### src/rtl/alu_sched_pkg.sv
// Shared types and constants for the round-robin ALU scheduler:
// FSM states, ALU opcode encodings, mode-byte layout and opcode legality.
package alu_sched_pkg;

  typedef enum logic [1:0] {
    IDLE,
    ISSUE,
    CAPTURE,
    RESP
  } state_t;

  localparam logic [4:0] OP_ADD   = 5'd1;
  localparam logic [4:0] OP_AND   = 5'd2;
  localparam logic [4:0] OP_OR    = 5'd3;
  localparam logic [4:0] OP_XOR   = 5'd4;
  localparam logic [4:0] OP_PASSA = 5'd5;
  localparam logic [4:0] OP_PASSB = 5'd6;

  localparam int MODE_INV_A  = 0;
  localparam int MODE_INV_B  = 1;
  localparam int MODE_CIN    = 2;
  localparam int MODE_OP_LSB = 3;
  localparam int MODE_OP_MSB = 7;

  // Opcodes outside ADD..PASSB never reach the ALU.
  function automatic logic op_legal(input logic [7:0] mode);
    logic [4:0] op;
    op = mode[MODE_OP_MSB:MODE_OP_LSB];
    return (op >= OP_ADD) && (op <= OP_PASSB);
  endfunction

endpackage

### src/rtl/alu_rr_sched_if.sv
// Requester-side request/response bus of the ALU scheduler.
// Request fields are flat vectors with one 8-bit slice per requester.
interface alu_rr_sched_if #(
  parameter int NREQ = 4,
  parameter int IDW  = 3
);
  logic [NREQ-1:0]   req_valid;
  logic [NREQ-1:0]   req_ready;
  logic [8*NREQ-1:0] req_a;
  logic [8*NREQ-1:0] req_b;
  logic [8*NREQ-1:0] req_mode;
  logic              resp_valid;
  logic              resp_ready;
  logic [IDW-1:0]    resp_id;
  logic [7:0]        resp_data;
  logic [7:0]        resp_status;
  logic              resp_err;

  modport master (
    output req_valid, req_a, req_b, req_mode, resp_ready,
    input  req_ready, resp_valid, resp_id, resp_data, resp_status, resp_err
  );

  modport slave (
    input  req_valid, req_a, req_b, req_mode, resp_ready,
    output req_ready, resp_valid, resp_id, resp_data, resp_status, resp_err
  );
endinterface

### src/rtl/alu_rr_sched_rr_arbiter.sv
// Combinational round-robin arbiter: the search starts one past ptr and
// wraps modulo NREQ; the first requesting index wins.
module rr_arbiter #(
  parameter int NREQ = 4,
  parameter int IDW  = 3
) (
  input  logic [NREQ-1:0] req,
  input  logic [IDW-1:0]  ptr,
  output logic [NREQ-1:0] gnt,
  output logic [IDW-1:0]  idx,
  output logic            found
);

  // Walk distances from farthest to nearest so the nearest requester overwrites.
  always_comb begin
    gnt   = '0;
    idx   = '0;
    found = 1'b0;
    for (int k = NREQ; k >= 1; k--) begin
      for (int i = 0; i < NREQ; i++) begin
        if (req[i] && (i == ((int'(ptr) + k) % NREQ))) begin
          gnt    = '0;
          gnt[i] = 1'b1;
          idx    = IDW'(i);
          found  = 1'b1;
        end
      end
    end
  end

endmodule

### src/rtl/alu_rr_sched.sv
// Shares one registered 8-bit ALU among NREQ requesters. One operation is
// in flight at a time: grant, issue to the ALU for one cycle, capture the
// registered result, then hold the response until it is accepted.
module alu_rr_sched
  import alu_sched_pkg::*;
#(
  parameter int NREQ = 4,
  parameter int IDW  = 3
) (
  input  logic          clk,
  input  logic          rst_n,
  alu_rr_sched_if.slave bus,
  output logic [7:0]    alu_a,
  output logic [7:0]    alu_b,
  output logic [7:0]    alu_mode,
  input  logic [7:0]    alu_out,
  input  logic [7:0]    alu_status,
  output logic          busy,
  output logic [15:0]   ops_done
);

  state_t          state;
  state_t          nstate;
  logic [IDW-1:0]  ptr;
  logic [NREQ-1:0] gnt;
  logic [IDW-1:0]  gnt_idx;
  logic            gnt_found;
  logic            grant;
  logic            sel_legal;
  logic [7:0]      sel_a;
  logic [7:0]      sel_b;
  logic [7:0]      sel_mode;
  logic [7:0]      op_a;
  logic [7:0]      op_b;
  logic [7:0]      op_mode;
  logic [7:0]      resp_data_q;
  logic [7:0]      resp_status_q;
  logic [IDW-1:0]  resp_id_q;
  logic            resp_err_q;
  logic [15:0]     ops_cnt;

  rr_arbiter #(
    .NREQ (NREQ),
    .IDW  (IDW)
  ) u_arb (
    .req   (bus.req_valid),
    .ptr   (ptr),
    .gnt   (gnt),
    .idx   (gnt_idx),
    .found (gnt_found)
  );

  assign grant     = (state == IDLE) && gnt_found;
  assign sel_legal = op_legal(sel_mode);

  // Select the winning requester's operands and mode.
  always_comb begin
    sel_a    = '0;
    sel_b    = '0;
    sel_mode = '0;
    for (int i = 0; i < NREQ; i++) begin
      if (gnt[i]) begin
        sel_a    = bus.req_a[8*i +: 8];
        sel_b    = bus.req_b[8*i +: 8];
        sel_mode = bus.req_mode[8*i +: 8];
      end
    end
  end

  // State register and round-robin pointer.
  always_ff @(posedge clk or negedge rst_n) begin
    if (!rst_n) begin
      state <= IDLE;
      ptr   <= IDW'(NREQ - 1);
    end else begin
      state <= nstate;
      if (grant) begin
        ptr <= gnt_idx;
      end
    end
  end

  // Next-state logic; illegal opcodes bypass the ALU entirely.
  always_comb begin
    nstate = state;
    case (state)
      IDLE:    if (gnt_found) nstate = sel_legal ? ISSUE : RESP;
      ISSUE:   nstate = CAPTURE;
      CAPTURE: nstate = RESP;
      RESP:    if (bus.resp_ready) nstate = IDLE;
      default: nstate = IDLE;
    endcase
  end

  // Operation latch; only read while in ISSUE, so it needs no reset.
  always_ff @(posedge clk) begin
    if (grant) begin
      op_a    <= sel_a;
      op_b    <= sel_b;
      op_mode <= sel_mode;
    end
  end

  // Response fields: ID/error at grant, ALU result at capture.
  always_ff @(posedge clk or negedge rst_n) begin
    if (!rst_n) begin
      resp_id_q     <= '0;
      resp_err_q    <= 1'b0;
      resp_data_q   <= '0;
      resp_status_q <= '0;
    end else if (grant) begin
      resp_id_q  <= gnt_idx;
      resp_err_q <= !sel_legal;
      if (!sel_legal) begin
        resp_data_q   <= '0;
        resp_status_q <= '0;
      end
    end else if (state == CAPTURE) begin
      resp_data_q   <= alu_out;
      resp_status_q <= alu_status;
    end
  end

  // Completed-response counter, wrapping at 16 bits.
  always_ff @(posedge clk or negedge rst_n) begin
    if (!rst_n) begin
      ops_cnt <= '0;
    end else if ((state == RESP) && bus.resp_ready) begin
      ops_cnt <= ops_cnt + 16'd1;
    end
  end

  // rst_n gates req_ready so no accept strobe is shown while held in reset.
  assign bus.req_ready   = ((state == IDLE) && rst_n) ? gnt : '0;
  assign bus.resp_valid  = (state == RESP);
  assign bus.resp_id     = resp_id_q;
  assign bus.resp_err    = resp_err_q;
  assign bus.resp_data   = resp_data_q;
  assign bus.resp_status = resp_status_q;

  assign alu_a    = (state == ISSUE) ? op_a    : 8'h00;
  assign alu_b    = (state == ISSUE) ? op_b    : 8'h00;
  assign alu_mode = (state == ISSUE) ? op_mode : 8'h00;

  assign busy     = (state != IDLE);
  assign ops_done = ops_cnt;

endmodule

### src/flat_wrapper.sv
// flat-port wrapper written by rule: the top's interface ports become plain ports
module alu_rr_sched_flat import alu_sched_pkg::*;
#(
  parameter int NREQ = 4,
  parameter int IDW  = 3
)
  (clk, rst_n, alu_a, alu_b, alu_mode, alu_out, alu_status, busy, ops_done, bus_req_valid, bus_req_a, bus_req_b, bus_req_mode, bus_resp_ready, bus_req_ready, bus_resp_valid, bus_resp_id, bus_resp_data, bus_resp_status, bus_resp_err);
  alu_rr_sched_if #(.NREQ(NREQ), .IDW(IDW)) bus_i ();
  input  logic clk;
  input  logic rst_n;
  output logic [7:0] alu_a;
  output logic [7:0] alu_b;
  output logic [7:0] alu_mode;
  input  logic [7:0] alu_out;
  input  logic [7:0] alu_status;
  output logic busy;
  output logic [15:0] ops_done;
  input wire logic [$bits(bus_i.req_valid)-1:0] bus_req_valid;
  input wire logic [$bits(bus_i.req_a)-1:0] bus_req_a;
  input wire logic [$bits(bus_i.req_b)-1:0] bus_req_b;
  input wire logic [$bits(bus_i.req_mode)-1:0] bus_req_mode;
  input wire logic [$bits(bus_i.resp_ready)-1:0] bus_resp_ready;
  output wire logic [$bits(bus_i.req_ready)-1:0] bus_req_ready;
  output wire logic [$bits(bus_i.resp_valid)-1:0] bus_resp_valid;
  output wire logic [$bits(bus_i.resp_id)-1:0] bus_resp_id;
  output wire logic [$bits(bus_i.resp_data)-1:0] bus_resp_data;
  output wire logic [$bits(bus_i.resp_status)-1:0] bus_resp_status;
  output wire logic [$bits(bus_i.resp_err)-1:0] bus_resp_err;
  assign bus_i.req_valid = bus_req_valid;
  assign bus_i.req_a = bus_req_a;
  assign bus_i.req_b = bus_req_b;
  assign bus_i.req_mode = bus_req_mode;
  assign bus_i.resp_ready = bus_resp_ready;
  assign bus_req_ready = bus_i.req_ready;
  assign bus_resp_valid = bus_i.resp_valid;
  assign bus_resp_id = bus_i.resp_id;
  assign bus_resp_data = bus_i.resp_data;
  assign bus_resp_status = bus_i.resp_status;
  assign bus_resp_err = bus_i.resp_err;
  alu_rr_sched #(.NREQ(NREQ), .IDW(IDW)) u_core (.clk(clk), .rst_n(rst_n), .bus(bus_i), .alu_a(alu_a), .alu_b(alu_b), .alu_mode(alu_mode), .alu_out(alu_out), .alu_status(alu_status), .busy(busy), .ops_done(ops_done));
endmodule
### config.mk
export PLATFORM = sky130hd
export DESIGN_NAME = alu_rr_sched_flat
export DESIGN_NICKNAME = d
export VERILOG_FILES = /design/src/rtl/alu_sched_pkg.sv /design/src/rtl/alu_rr_sched_if.sv /design/src/rtl/alu_rr_sched_rr_arbiter.sv /design/src/rtl/alu_rr_sched.sv /design/src/flat_wrapper.sv
export SDC_FILE = /design/constraint.sdc
export NUM_CORES = 1
export LEC_CHECK = 0
export CAP_MARGIN = 20
export CORE_ASPECT_RATIO = 2
export CORE_UTILIZATION = 44
export CTS_CLUSTER_DIAMETER = 80
export DETAILED_ROUTE_END_ITERATION = 10
export HOLD_SLACK_MARGIN = 0.1
export PLACE_DENSITY = 0.95
export SLEW_MARGIN = 20
export SYNTH_ARGS = -nofsm -noshare
export SYNTH_HDL_FRONTEND = slang
export SYNTH_SLANG_ARGS = --single-unit
### constraint.sdc
create_clock -name clk -period 5.8 [get_ports clk]
set_clock_uncertainty 0.2 [all_clocks]
set_input_delay 1.16 -clock clk [delete_from_list [all_inputs] [get_ports clk]]
set_output_delay 1.16 -clock clk [all_outputs]
set_load 0.02 [all_outputs]
======== Word level (Yosys, flattened, before mapping) ========
Index checks and enable logic that the tools add are counted.
word-level totals
  register bits after elaboration ......... 64
cells by class
  equal/unequal tests ..................... 18
  add/subtract/negate cells ............... 5
  mux-type cells .......................... 72
  order comparisons ....................... 2
  bitwise logic cells ..................... 4
  reductions and logical operators ........ 34
operators by type and width
  kind                                                                                 count
  8-bit 2-to-1 mux                                                                     20
  32-bit zero test                                                                     4
  4-bit 2-to-1 mux                                                                     16
  3-bit 2-to-1 mux                                                                     14
  3-bit == test, first input constant                                                  8
  1-bit logical AND                                                                    20
  1-bit 2-to-1 mux                                                                     18
  16-bit by 1-bit adder with 16-bit output, second input constant                      1
  2-bit by 3-bit == test with 1-bit output, first input constant                       4
  2-bit one-hot mux with 4 select lines                                                1
  2-bit OR reduction                                                                   4
  2-bit 2-to-1 mux                                                                     3
  5-bit by 1-bit greater-or-equal comparator with 1-bit output, second input constant  1
  5-bit by 3-bit less-or-equal comparator with 1-bit output, second input constant     1
  2-bit by 1-bit adder with 2-bit output, second input constant                        2
  2-bit adder, second input constant                                                   2
  1-bit bitwise AND, first input constant                                              4
  2-bit == test, second input constant                                                 2
  2-bit != test, second input constant                                                 2
  2-bit AND reduction                                                                  2
  2-bit nonzero test                                                                   2
  2-bit by 1-bit == test with 1-bit output, second input constant                      1
  2-bit zero test                                                                      1
  2-bit by 1-bit != test with 1-bit output, second input constant                      1
  1-bit zero test                                                                      1

======== Depth between registers and ports, before layout ========
Gate-level depths: netlist of run 1.
  depth in word-level cells ............... 30
  depth in mapped cells ................... 9

======== By module ========
From an unflattened synthesis of run 1, not the netlist that was laid out.
second synthesis, totals
  cells, all modules ...................... 362
  area total of the unflattened synthesis .. 3534.6 µm²
by module, submodules not included
  module        area an instance (µm²)  sequential area each (µm²)  cells each  instances
  alu_rr_sched  3365.7                  1724.2                      333         1
  rr_arbiter    168.9                   0.0                         29          1

======== Least setup slack after synthesis of run 1 ========
No wires, ideal clock.
  path kind ............................... in2out
  start point ............................. input port bus_req_valid[2]
  end point ............................... output port bus_req_ready[1]
  data required time ...................... 4.440 ns
  stages on the path ...................... 6
  data arrival time ....................... 2.463 ns
  setup slack ............................. 1.977 ns
  cells stage by stage .................... buf_6 -> and2b_4 -> o311ai_4 -> and2_1 -> clkbuf_1 -> and3_1
on the way
  word-level cells in the longest chain between the ends .. 16
  elaborated cells between the ends (all ways) .. 19
ends and longest elaborated chain
  what                               RTL line                       text
  from (decl)                        flat_wrapper.sv:18             input wire logic [$bits(bus_i.req_valid)-1:0] bus_req_valid;
  1-bit logical AND                  alu_rr_sched_rr_arbiter.sv:21  if (req[i] && (i == ((int'(ptr) + k) % NREQ))) begin
  4-bit 2-to-1 mux (12 in a row)     alu_rr_sched_rr_arbiter.sv:21
  4-bit 2-to-1 mux (*) (2 in a row)  alu_rr_sched_rr_arbiter.sv:21
  4-bit 2-to-1 mux (*)               alu_rr_sched.sv:134            assign bus.req_ready = ((state == IDLE) && rst_n) ? gnt : '0;
  to (decl)                          flat_wrapper.sv:23             output wire logic [$bits(bus_i.req_ready)-1:0] bus_req_ready;
Every way passes the cells marked *; elsewhere a longest branch is shown, timed or not.

======== Worst setup path after layout of run 1 ========
  start point ............................. input port bus_req_valid[1]
  end point ............................... output port bus_req_ready[0]
on the way
  word-level cells in the longest chain between the ends .. 17
  elaborated cells between the ends (all ways) .. 20
ends and longest elaborated chain
  what                               RTL line
  1-bit logical AND                  alu_rr_sched_rr_arbiter.sv:21
  4-bit 2-to-1 mux (12 in a row)     alu_rr_sched_rr_arbiter.sv:21
  4-bit 2-to-1 mux (*) (3 in a row)  alu_rr_sched_rr_arbiter.sv:21
  4-bit 2-to-1 mux (*)               alu_rr_sched.sv:134
Marks and branches as above.

==> summary by stage, run 1 <==
Logic synthesis
The most used flip-flop cell after synthesis is sky130_fd_sc_hd__dfrtp_1. Yosys mapped a number of flops with a built-in enable equal to 24. The count of warnings emitted by yosys is 0.

The mean cell area of the mapped netlist is 9.854 um^2. The sequential cell area fraction in the yosys report is 0.4648. The number of different library cells used by synthesis comes to 56. After synthesis the cells add up to 3656 um^2. Counting flops with an async set or reset pin after synthesis yields a share of 0.6190. Synthesis produced 371 cells. Counting every net in the synthesized netlist gives 496. The synthesized design contains 63 register bits.

Pwr
The internal portion of the total power is 1.645 mW. The leakage component of the power is 2.275 nW. In this run the power density over the cells is 452.2 nW/um^2. Of the total power, registers draw 0.292. Of the total power, the clock network draws 0.213.

The share of total power consumed by net switching is 0.3774. The switching power of the nets is 0.9970 mW. The completed layout was analyzed and its total power is 2.642 mW. The share of total power dissipated in combinational logic is 0.495. VDD sags by at most 0.3535 mV.

Timing
The fmax is 202.2 MHz. Dividing the final minimum period by the clock period gives 0.8527. The worst slew margin relative to its limit is 0.2917. Setup repair after global routing left no endpoint under its margin. The summed negative setup slack over all endpoints is 0 ns. The number of hold-slack violations in the final timing report is 0. For the pin with the worst max-slew slack, the measured transition is 1.060 ns. Setup violations remaining at the end of the flow were counted as 0.

Setup slack closes at 0.8543 ns. The time the worst path needs with I/O delays and setup is 4.946 ns. The count of final max-slew check failures is 0.

Route
After detailed routing, the number of vias per cell comes to 5.686. Wires add up to 11.40 mm. The number of nets with antenna violations after detailed routing is 0.

Across all layers, the routed design uses 3,662 vias. The number of remaining DRC errors is 0. After detailed routing, the average wire length per cell comes to 17.70 um. Before antenna repair, the detailed router went through 8 iterations.

For this block, the initial DRC count from the detailed router was 257.

Finish
The number of fillers in the final layout is 594. Relative to the synthesized area, the layout overhead comes to 59.79%. The finished cells cover 5842 um^2.

The total number of nets in the final design is 668. The antenna diode instance count is 0. The ratio of cells with drive above 1 in the final layout is 0.08394.

Clock network
Clock tree synthesis found a total of 63 sinks. The root cell of the clock tree is sky130_fd_sc_hd__clkbuf_16. The longest clock path from root to sink contains 2 buffers. The total clock buffers created by CTS is 9. In this run the number of H-tree levels came out at 3. TritonCTS built the clock tree. Gates resized during post-CTS repair numbered 0.

Post-CTS timing repair inserted 0 buffers for setup. Hold repair after CTS inserted 0 buffers. Clock-pin slew was measured on the worst setup and hold paths at 0.05 ns. The later pin in the worst-skew pair is clocked with a latency of 0.32 ns.

Run status
The flow ran to the end, and the final reports show no timing, DRC or antenna violations.

Global route
The number of antenna violations at the first check in global routing was 0. The first global-routing pass estimated 17.31 mm of wire. The global-route usage over all layers is 0.2689.

Global routing finished with a remaining overflow of 0. The maximum number of pins on one net before global-route repair is 63. The number of global-route vias before repair came to 3,684.

Critical path
The required arrival time at the worst endpoint is 4.44 ns. The maximum net fanout on the critical path is 20. Data arrives at the worst endpoint at 3.59 ns. The worst register-to-register path has a setup slack of 2.68 ns. The depth of the worst register-to-register path is 7.

STA classifies the critical path startpoint as a primary input. The category of the worst setup path capture point is an output port. The worst register-to-register path begins at u_core.ptr[1]. The endpoint identified for the worst register-to-register timing path is u_core.bus.resp_err. The start-to-end type of the worst setup path is primary input to output port.

Floorplanning
The die is 130.9 um tall. For this configuration, the core starts out at a cell density of 0.4570. The total I/O pin count is 185. The core region is 8000 um^2. The horizontal extent of the die is 66.46 um. The initialized floorplan defines 46 standard-cell rows. The die covers 8700 um^2.

Place
In this run the tool buffered the top-level ports with 183 buffer cells. At the end of routability-driven placement, the weighted congestion stood at 0.9923. Summed over all nets, the half-perimeter wirelength after detailed placement is 8.511 mm. The post-detailed-placement cell area is 5522 um^2. Timing analysis after detailed placement gives a worst setup slack of 0.8652 ns.

Flow run
The max-capacitance violation count is 0.

Min path
The hold path depth is 1. In this run the worst hold path is classified as register to register. The hold-critical path endpoint is u_core.ops_done[15].

The startpoint identified for the worst hold timing path is u_core.ops_done[15].
-- state kept, by name (all words and copies together) (netlist names) --
signal / flops
u_core.bus.resp_status: 8
u_core.bus.resp_err: 1
u_core.state: 2
u_core.ops_done: 16
u_core.ptr: 2
u_core.op_b: 8
u_core.op_mode: 8
u_core.bus.resp_data: 8
u_core.bus.resp_id: 2
u_core.op_a: 8
-- cell type report --
class,instances,area [um^2],share of cell area
Timing Repair Buffer,189,1872,0.3204
Multi-Input combinational cell,271,1797,0.3076
Sequential cell,63,1699,0.2909
Clock buffer,14,285.3,0.04883
Tap cell,96,120.1,0.02056
Clock inverter,2,35.03,0.005997
Inverter,9,33.78,0.005783
-- worst max-delay path by stage --
stage	start	to	slack, ns	cells after the start
6_report	bus_req_valid[1]	bus_req_ready[0]	0.85	7
5_1_grt	bus_req_valid[1]	bus_req_ready[0]	0.76	7
4_1_cts	bus_req_valid[1]	bus_req_ready[0]	0.87	7
3_5_place_dp	bus_req_valid[1]	bus_req_ready[0]	0.87	7
3_3_place_gp	bus_req_valid[1]	bus_req_ready[0]	0.98	7
2_1_floorplan	bus_req_valid[2]	bus_req_ready[1]	1.98	6
-- worst max-delay path: stages --
cell and delay (ns):
sky130_fd_sc_hd__clkdlybuf4s50_1 0.61, sky130_fd_sc_hd__nor2b_1 0.25, sky130_fd_sc_hd__o21bai_1 0.34, sky130_fd_sc_hd__and2_1 0.19, sky130_fd_sc_hd__buf_4 0.26, sky130_fd_sc_hd__and3_1 0.19
sky130_fd_sc_hd__clkdlybuf4s50_1 0.59
-- power groups by stage --
| stage | Sequential (mW) | Combinational, mW | Clock (mW) |
|---|---|---|---|
| after CTS | 0.770 | 1.32 | 0.574 |
| final | 0.771 | 1.31 | 0.563 |
| after global routing | 0.788 | 1.42 | 0.597 |
| after floorplan | 0.817 | 0.762 | 0 |
| after detailed placement | 0.775 | 1.31 | 0 |
| after global placement | 0.765 | 1.26 | 0 |
-- synthesized netlist by cell type, types with 2 or more instances --
library cell / number / area (um^2)
sky130_fd_sc_hd__a41oi_1: 2 / 17.52
sky130_fd_sc_hd__nand2_1: 27 / 101.4
sky130_fd_sc_hd__xnor2_1: 10 / 87.58
sky130_fd_sc_hd__o2bb2ai_1: 2 / 17.52
sky130_fd_sc_hd__nand3b_1: 2 / 15.01
sky130_fd_sc_hd__buf_6: 2 / 22.52
sky130_fd_sc_hd__a222oi_1: 20 / 200.2
sky130_fd_sc_hd__or2_2: 2 / 12.51
sky130_fd_sc_hd__buf_2: 2 / 10.01
sky130_fd_sc_hd__buf_4: 3 / 22.52
sky130_fd_sc_hd__nand3_1: 15 / 75.07
sky130_fd_sc_hd__and2_1: 29 / 181.4
sky130_fd_sc_hd__a31o_1: 2 / 17.52
sky130_fd_sc_hd__o21ai_0: 13 / 65.06
sky130_fd_sc_hd__o21a_1: 4 / 30.03
sky130_fd_sc_hd__nor3b_1: 17 / 127.6
sky130_fd_sc_hd__dfrtp_1: 37 / 925.9
sky130_fd_sc_hd__a21oi_1: 37 / 185.2
sky130_fd_sc_hd__clkbuf_1: 20 / 75.07
sky130_fd_sc_hd__nand4_1: 2 / 12.51
sky130_fd_sc_hd__nor3_1: 2 / 10.01
sky130_fd_sc_hd__edfxtp_1: 24 / 720.7
sky130_fd_sc_hd__mux2_2: 2 / 22.52
sky130_fd_sc_hd__ha_1: 6 / 75.07
sky130_fd_sc_hd__o21ai_2: 10 / 87.58
sky130_fd_sc_hd__nor2_1: 26 / 97.59
sky130_fd_sc_hd__and3_1: 7 / 43.79
sky130_fd_sc_hd__inv_1: 8 / 30.03
sky130_fd_sc_hd__nor2b_1: 5 / 31.28
sky130_fd_sc_hd__a32oi_1: 2 / 17.52
sky130_fd_sc_hd__dfstp_2: 2 / 52.55
sky130_fd_sc_hd__xor2_1: 5 / 43.79
-- placed cells by master (no fill, tap or decap), types with 2 or more instances in the layout --
cell type,count
sky130_fd_sc_hd__and3_1,7
sky130_fd_sc_hd__o21a_1,4
sky130_fd_sc_hd__nor2b_1,5
sky130_fd_sc_hd__nor3_1,2
sky130_fd_sc_hd__dfrtp_1,37
sky130_fd_sc_hd__clkbuf_8,2
sky130_fd_sc_hd__mux2_2,2
sky130_fd_sc_hd__xor2_1,5
sky130_fd_sc_hd__clkbuf_1,2
sky130_fd_sc_hd__a31o_1,2
sky130_fd_sc_hd__a32oi_1,2
sky130_fd_sc_hd__buf_4,6
sky130_fd_sc_hd__clkdlybuf4s50_1,182
sky130_fd_sc_hd__nand2_1,27
sky130_fd_sc_hd__edfxtp_1,24
sky130_fd_sc_hd__dfstp_2,2
sky130_fd_sc_hd__inv_1,8
sky130_fd_sc_hd__or2_2,2
sky130_fd_sc_hd__a222oi_1,20
sky130_fd_sc_hd__ha_1,6
sky130_fd_sc_hd__o21ai_2,10
sky130_fd_sc_hd__xnor2_1,10
sky130_fd_sc_hd__o2bb2ai_1,2
sky130_fd_sc_hd__nor3b_1,17
sky130_fd_sc_hd__nor2_1,25
sky130_fd_sc_hd__and2_1,29
sky130_fd_sc_hd__a41oi_1,2
sky130_fd_sc_hd__o21ai_0,13
sky130_fd_sc_hd__nand3b_1,2
sky130_fd_sc_hd__clkbuf_16,10
sky130_fd_sc_hd__nand4_1,2
sky130_fd_sc_hd__a21oi_1,37
sky130_fd_sc_hd__nand3_1,15
-- through the flow --
step,hold slack (ns),util,instances
after floorplan,0.3822,-,371
final,0.2717,0.7302,644
after global placement,0.2611,0.6902,628
after global routing,0.2912,0.7302,644
after detailed placement,0.2646,0.6902,628
after CTS,0.2758,0.7302,644
-- kinds of logic after synthesis --
kind of cell / after synthesis / synth area share
compound gates: 104 / 0.2122
xor+xnor: 15 / 0.03593
fa+ha+maj: 6 / 0.02053
buf+inv: 37 / 0.04586
flops: 63 / 0.4648
mux: 2 / 0.006160
other cells: 1 / 0.001026
simple gates: 143 / 0.2136
-- layer usage --
metal  share of wire  vias up  track usage
li1                -     1704            -
met2            0.56      180       0.4910
met3           0.073       34      0.07639
met4           0.035        0       0.1652
met5               0        -            0
met1            0.33     1744       0.2563
No activity file was read; power rests on OpenSTA's default activity.
==> run 2: changes to the inputs <==
--- a/config.mk
+++ b/config.mk
@@ -7,11 +7,11 @@
 export LEC_CHECK = 0
 export CAP_MARGIN = 20
 export CORE_ASPECT_RATIO = 2
-export CORE_UTILIZATION = 44
+export CORE_UTILIZATION = 37
 export CTS_CLUSTER_DIAMETER = 80
 export DETAILED_ROUTE_END_ITERATION = 10
 export HOLD_SLACK_MARGIN = 0.1
-export PLACE_DENSITY = 0.95
+export PLACE_DENSITY = 0.89
 export SLEW_MARGIN = 20
 export SYNTH_ARGS = -nofsm -noshare
 export SYNTH_HDL_FRONTEND = slang
==> constraint.sdc (replaced) <==
create_clock -name clk -period 4.5 [get_ports clk]
set_clock_uncertainty 0.2 [all_clocks]
set_input_delay 0.9 -clock clk [delete_from_list [all_inputs] [get_ports clk]]
set_output_delay 0.9 -clock clk [all_outputs]
set_load 0.02 [all_outputs]
==> run 2 against run 1 <==
  * Critical path depth fell by 1
  * Total power up 29%
  * Clock-buffer cell count decreased by 5
  * Core utilization is 12 points lower
  * Non-clock buffer count is 2 higher
  * Flip-flop and latch count is the same
  * Cell count grew 5.9%
  * Clock power rose by 23%
  * Sequential share of layout area fell by 0.25 points
  * Routed wire length increased by 4.4%
  * Sequential power up 28%
  * Critical endpoint is now bus_req_ready[1]
  * Largest power group unchanged
  * Highest routed layer unchanged
==> summary by stage, run 2 (synthesis gave the netlist of run 1 again) <==
Clock network
The root cell of the clock tree is sky130_fd_sc_hd__clkbuf_16 (unchanged). The sink count of the clock tree is 63 (unchanged). The number of instances resized during post-cts repair is 0 (unchanged). The count of buffers added by post-CTS timing repair for setup is 0 (unchanged). The number of hold-repair buffers added at the cts stage is 0 (unchanged). The clock insertion delay at the later pin of the skew report came to 0.33 ns (was 0.32 ns). The TritonCTS clock tree is done (unchanged). The count of H-tree levels built during CTS is 3 (unchanged).

The total clock buffers created by CTS is 9 (unchanged). The register clock-pin slew on the reported worst setup and hold paths is 0.05 ns (about the same). The buffer levels on the longest clock path was 2 (unchanged).

Timing
The summed negative setup slack over all endpoints is 0 ns (unchanged). The number of hold-slack violations in the final timing report came to 0 (unchanged). Setup repair after global routing missed its margin: false (unchanged). The final setup violation count is 0 (unchanged).

The worst slew margin relative to its limit came to 0.5343 (was 0.2917). Counting I/O delays and the setup requirement, the final critical path takes 4.129 ns. In the finished design, the share of the clock period the worst path needs comes to 0.9175. The count of final max-slew check failures came to 0 (unchanged). Static timing analysis puts the maximum clock frequency at 242.2 MHz.

The transition time at the pin with the least slew margin was 0.6953 ns (was 1.060 ns).

Floorplanning
The total I/O pin count is 185 (unchanged). The placeable core region is 9635 um^2 (was 8000 um^2). The overall die area is 10,310 um^2 (was 8700 um^2). The initial core utilization is 0.3794 (was 0.4570). The number of standard-cell rows in the floorplan is 51 (was 46). The horizontal extent of the die is 72.29 um (was 66.46 um).

The height of the die is 142.6 um (was 130.9 um).

Critical path
The data arrival time of the worst path was 3.03 ns (was 3.59 ns). The cell with the largest stage delay on the worst path is sky130_fd_sc_hd__clkdlybuf4s50_1 (unchanged). The required arrival time at the worst endpoint is 3.40 ns (was 4.44 ns). The start-to-end type of the worst setup path was primary input to output port (unchanged). The delay of the slowest cell on the worst path is 0.61 ns (about the same). Ordered list of cells on the worst path: clkdlybuf4s50_1 -> and2b_4 -> o311ai_4 -> and2_1 -> and3_1 -> clkdlybuf4s50_1 (was clkdlybuf4s50_1 -> nor2b_1 -> o21bai_1 -> and2_1 -> buf_4 -> and3_1 -> clkdlybuf4s50_1). The startpoint kind of the worst setup timing path is a primary input (unchanged). The maximum net fanout on the critical path was 9 (was 20). The category of the worst setup path capture point is an output port (unchanged). The most used cell along the critical path is sky130_fd_sc_hd__clkdlybuf4s50_1 (unchanged).

Finish
The number of cells in the finished layout apart from fillers is 682 (was 644). The commonest non-fill, non-tap cell in the layout is sky130_fd_sc_hd__clkdlybuf4s50_1 (unchanged). The ratio of cells with drive above 1 in the final layout is 0.09273 (was 0.08394). The antenna diode instance count came to 0 (unchanged). The number of flip-flops in the largest register came to 16 (unchanged). The total number of nets in the final design was 670 (was 668).

The core utilization of the finished layout was 0.6115 (was 0.7302). Most frequent cells in the layout: sky130_fd_sc_hd__clkdlybuf4s50_1 (182), sky130_fd_sc_hd__a21oi_1 (37), sky130_fd_sc_hd__dfrtp_1 (37), sky130_fd_sc_hd__and2_1 (29), sky130_fd_sc_hd__nand2_1 (27) (unchanged). The area growth from synthesis to layout was 61.16% (was 59.79%).

Min path
The worst hold-check path type is register to register (unchanged).

Route
The number of nets with antenna violations after detailed routing is 0 (unchanged). The wire length reported by the detailed router is 11.90 mm (was 11.40 mm). The detailed-routing iteration count for the pre-antenna-repair pass was 7 (was 8). The number of remaining DRC errors was 0 (unchanged). The wire length per cell came to 17.44 um (was 17.70 um).

The average vias per placed instance is 5.356 (was 5.686). The number of vias in the routed layout is 3,653 (was 3,662). The number of DRC markers after the initial detailed-route iteration came to 279 (was 257).

Place
The routability-driven placement congestion ratio is 0.9095 (was 0.9923). The count of input and output buffers came to 183 (unchanged). The detailed placer's ending HPWL is 8.950 mm (was 8.511 mm). The post-placement cell count was 666 (was 628).

Global route
The number of antenna violations at the first check in global routing came to 0 (unchanged). The maximum number of pins on one net before global-route repair came to 43 (was 63). The number of global-route vias before repair is 3,734 (was 3,684).

The first-pass GRT wire length is 18.13 mm (was 17.31 mm). The remaining global-route overflow is 0 (unchanged). The global-route usage over all layers was 0.2339 (was 0.2689).

Flow run
The max-capacitance violation count is 0 (unchanged).

Pwr
The maximum vdd drop is 0.4315 mV (was 0.3535 mV). The total power density per cell area is 578.3 nW/um^2 (was 452.2 nW/um^2). The leakage component of the power is 2.282 nW (was 2.275 nW).

Run status
Result of the run: complete, no violations (unchanged).
==> run 2: cell types whose count changed in the layout (fill, tap and decap cells not counted), sizes merged <==
cell / change
clkbuf: -5
inv: +3
buf: +2
clkinv: +2
==> run 2: metal layers <==
layer / track usage / routed length (um) / up-vias
li1: - / - / 1704
met1: 0.2243 / 4044 / 1728
met2: 0.4368 / 6487 / 189
met3: 0.07436 / 980 / 32
met4: 0.1084 / 383 / 0
met5: 0 / 0 / -
==> run 2: path summary, 6_finish.rpt <==
check	start	endpoint	slack, ns	cells after the start
max	bus_req_valid[2]	bus_req_ready[1]	0.37	6
min	u_core.ops_done[15]	u_core.ops_done[15]	0.30	1
max reg2reg	u_core.ptr[1]	u_core.bus.resp_err	1.43	7
min reg2reg	u_core.ops_done[15]	u_core.ops_done[15]	0.30	1
max in group asynchronous	rst_n	u_core.ptr[0]	3.25	2
min in group asynchronous	rst_n	u_core.bus.resp_status[7]	0.49	2
==> run 2: cell type report <==
type	instances	area (um^2)
clock buffer	9	225.2
clock inverter	7	70.07
fill	766	3744
inverter	9	33.78
multi-input combinational	271	1799
sequential	63	1699
tap	132	165.2
timing repair buffer	191	1899
==> run 2: per-stage QoR <==
stage          hold WS [ns]  setup slack [ns]  area, um^2  total power, mW
4_1_cts              0.2975            0.3789        5889            3.427
3_3_place_gp         0.2659            0.4440        5594            2.643
5_1_grt              0.3141            0.2710        5892            3.607
2_1_floorplan        0.3822             1.197        3656            2.036
6_report             0.2972            0.3711        5892            3.407
3_5_place_dp         0.2906            0.3894        5594            2.723
==> run 2: critical path, delay by kind of cell <==
| family | cells | cell delay, ns |
|---|---|---|
| compound gates | 1 | 0.33 |
| buf+inv | 2 | 1.17 |
| simple gates | 3 | 0.62 |
==> run 2: where the power goes <==
| part | switching, mW | internal, mW | leakage (nW) |
|---|---|---|---|
| logic | 0.952 | 0.776 | 1.40 |
| clock network | 0.262 | 0.430 | 0.150 |
| registers | 0.124 | 0.865 | 0.734 |
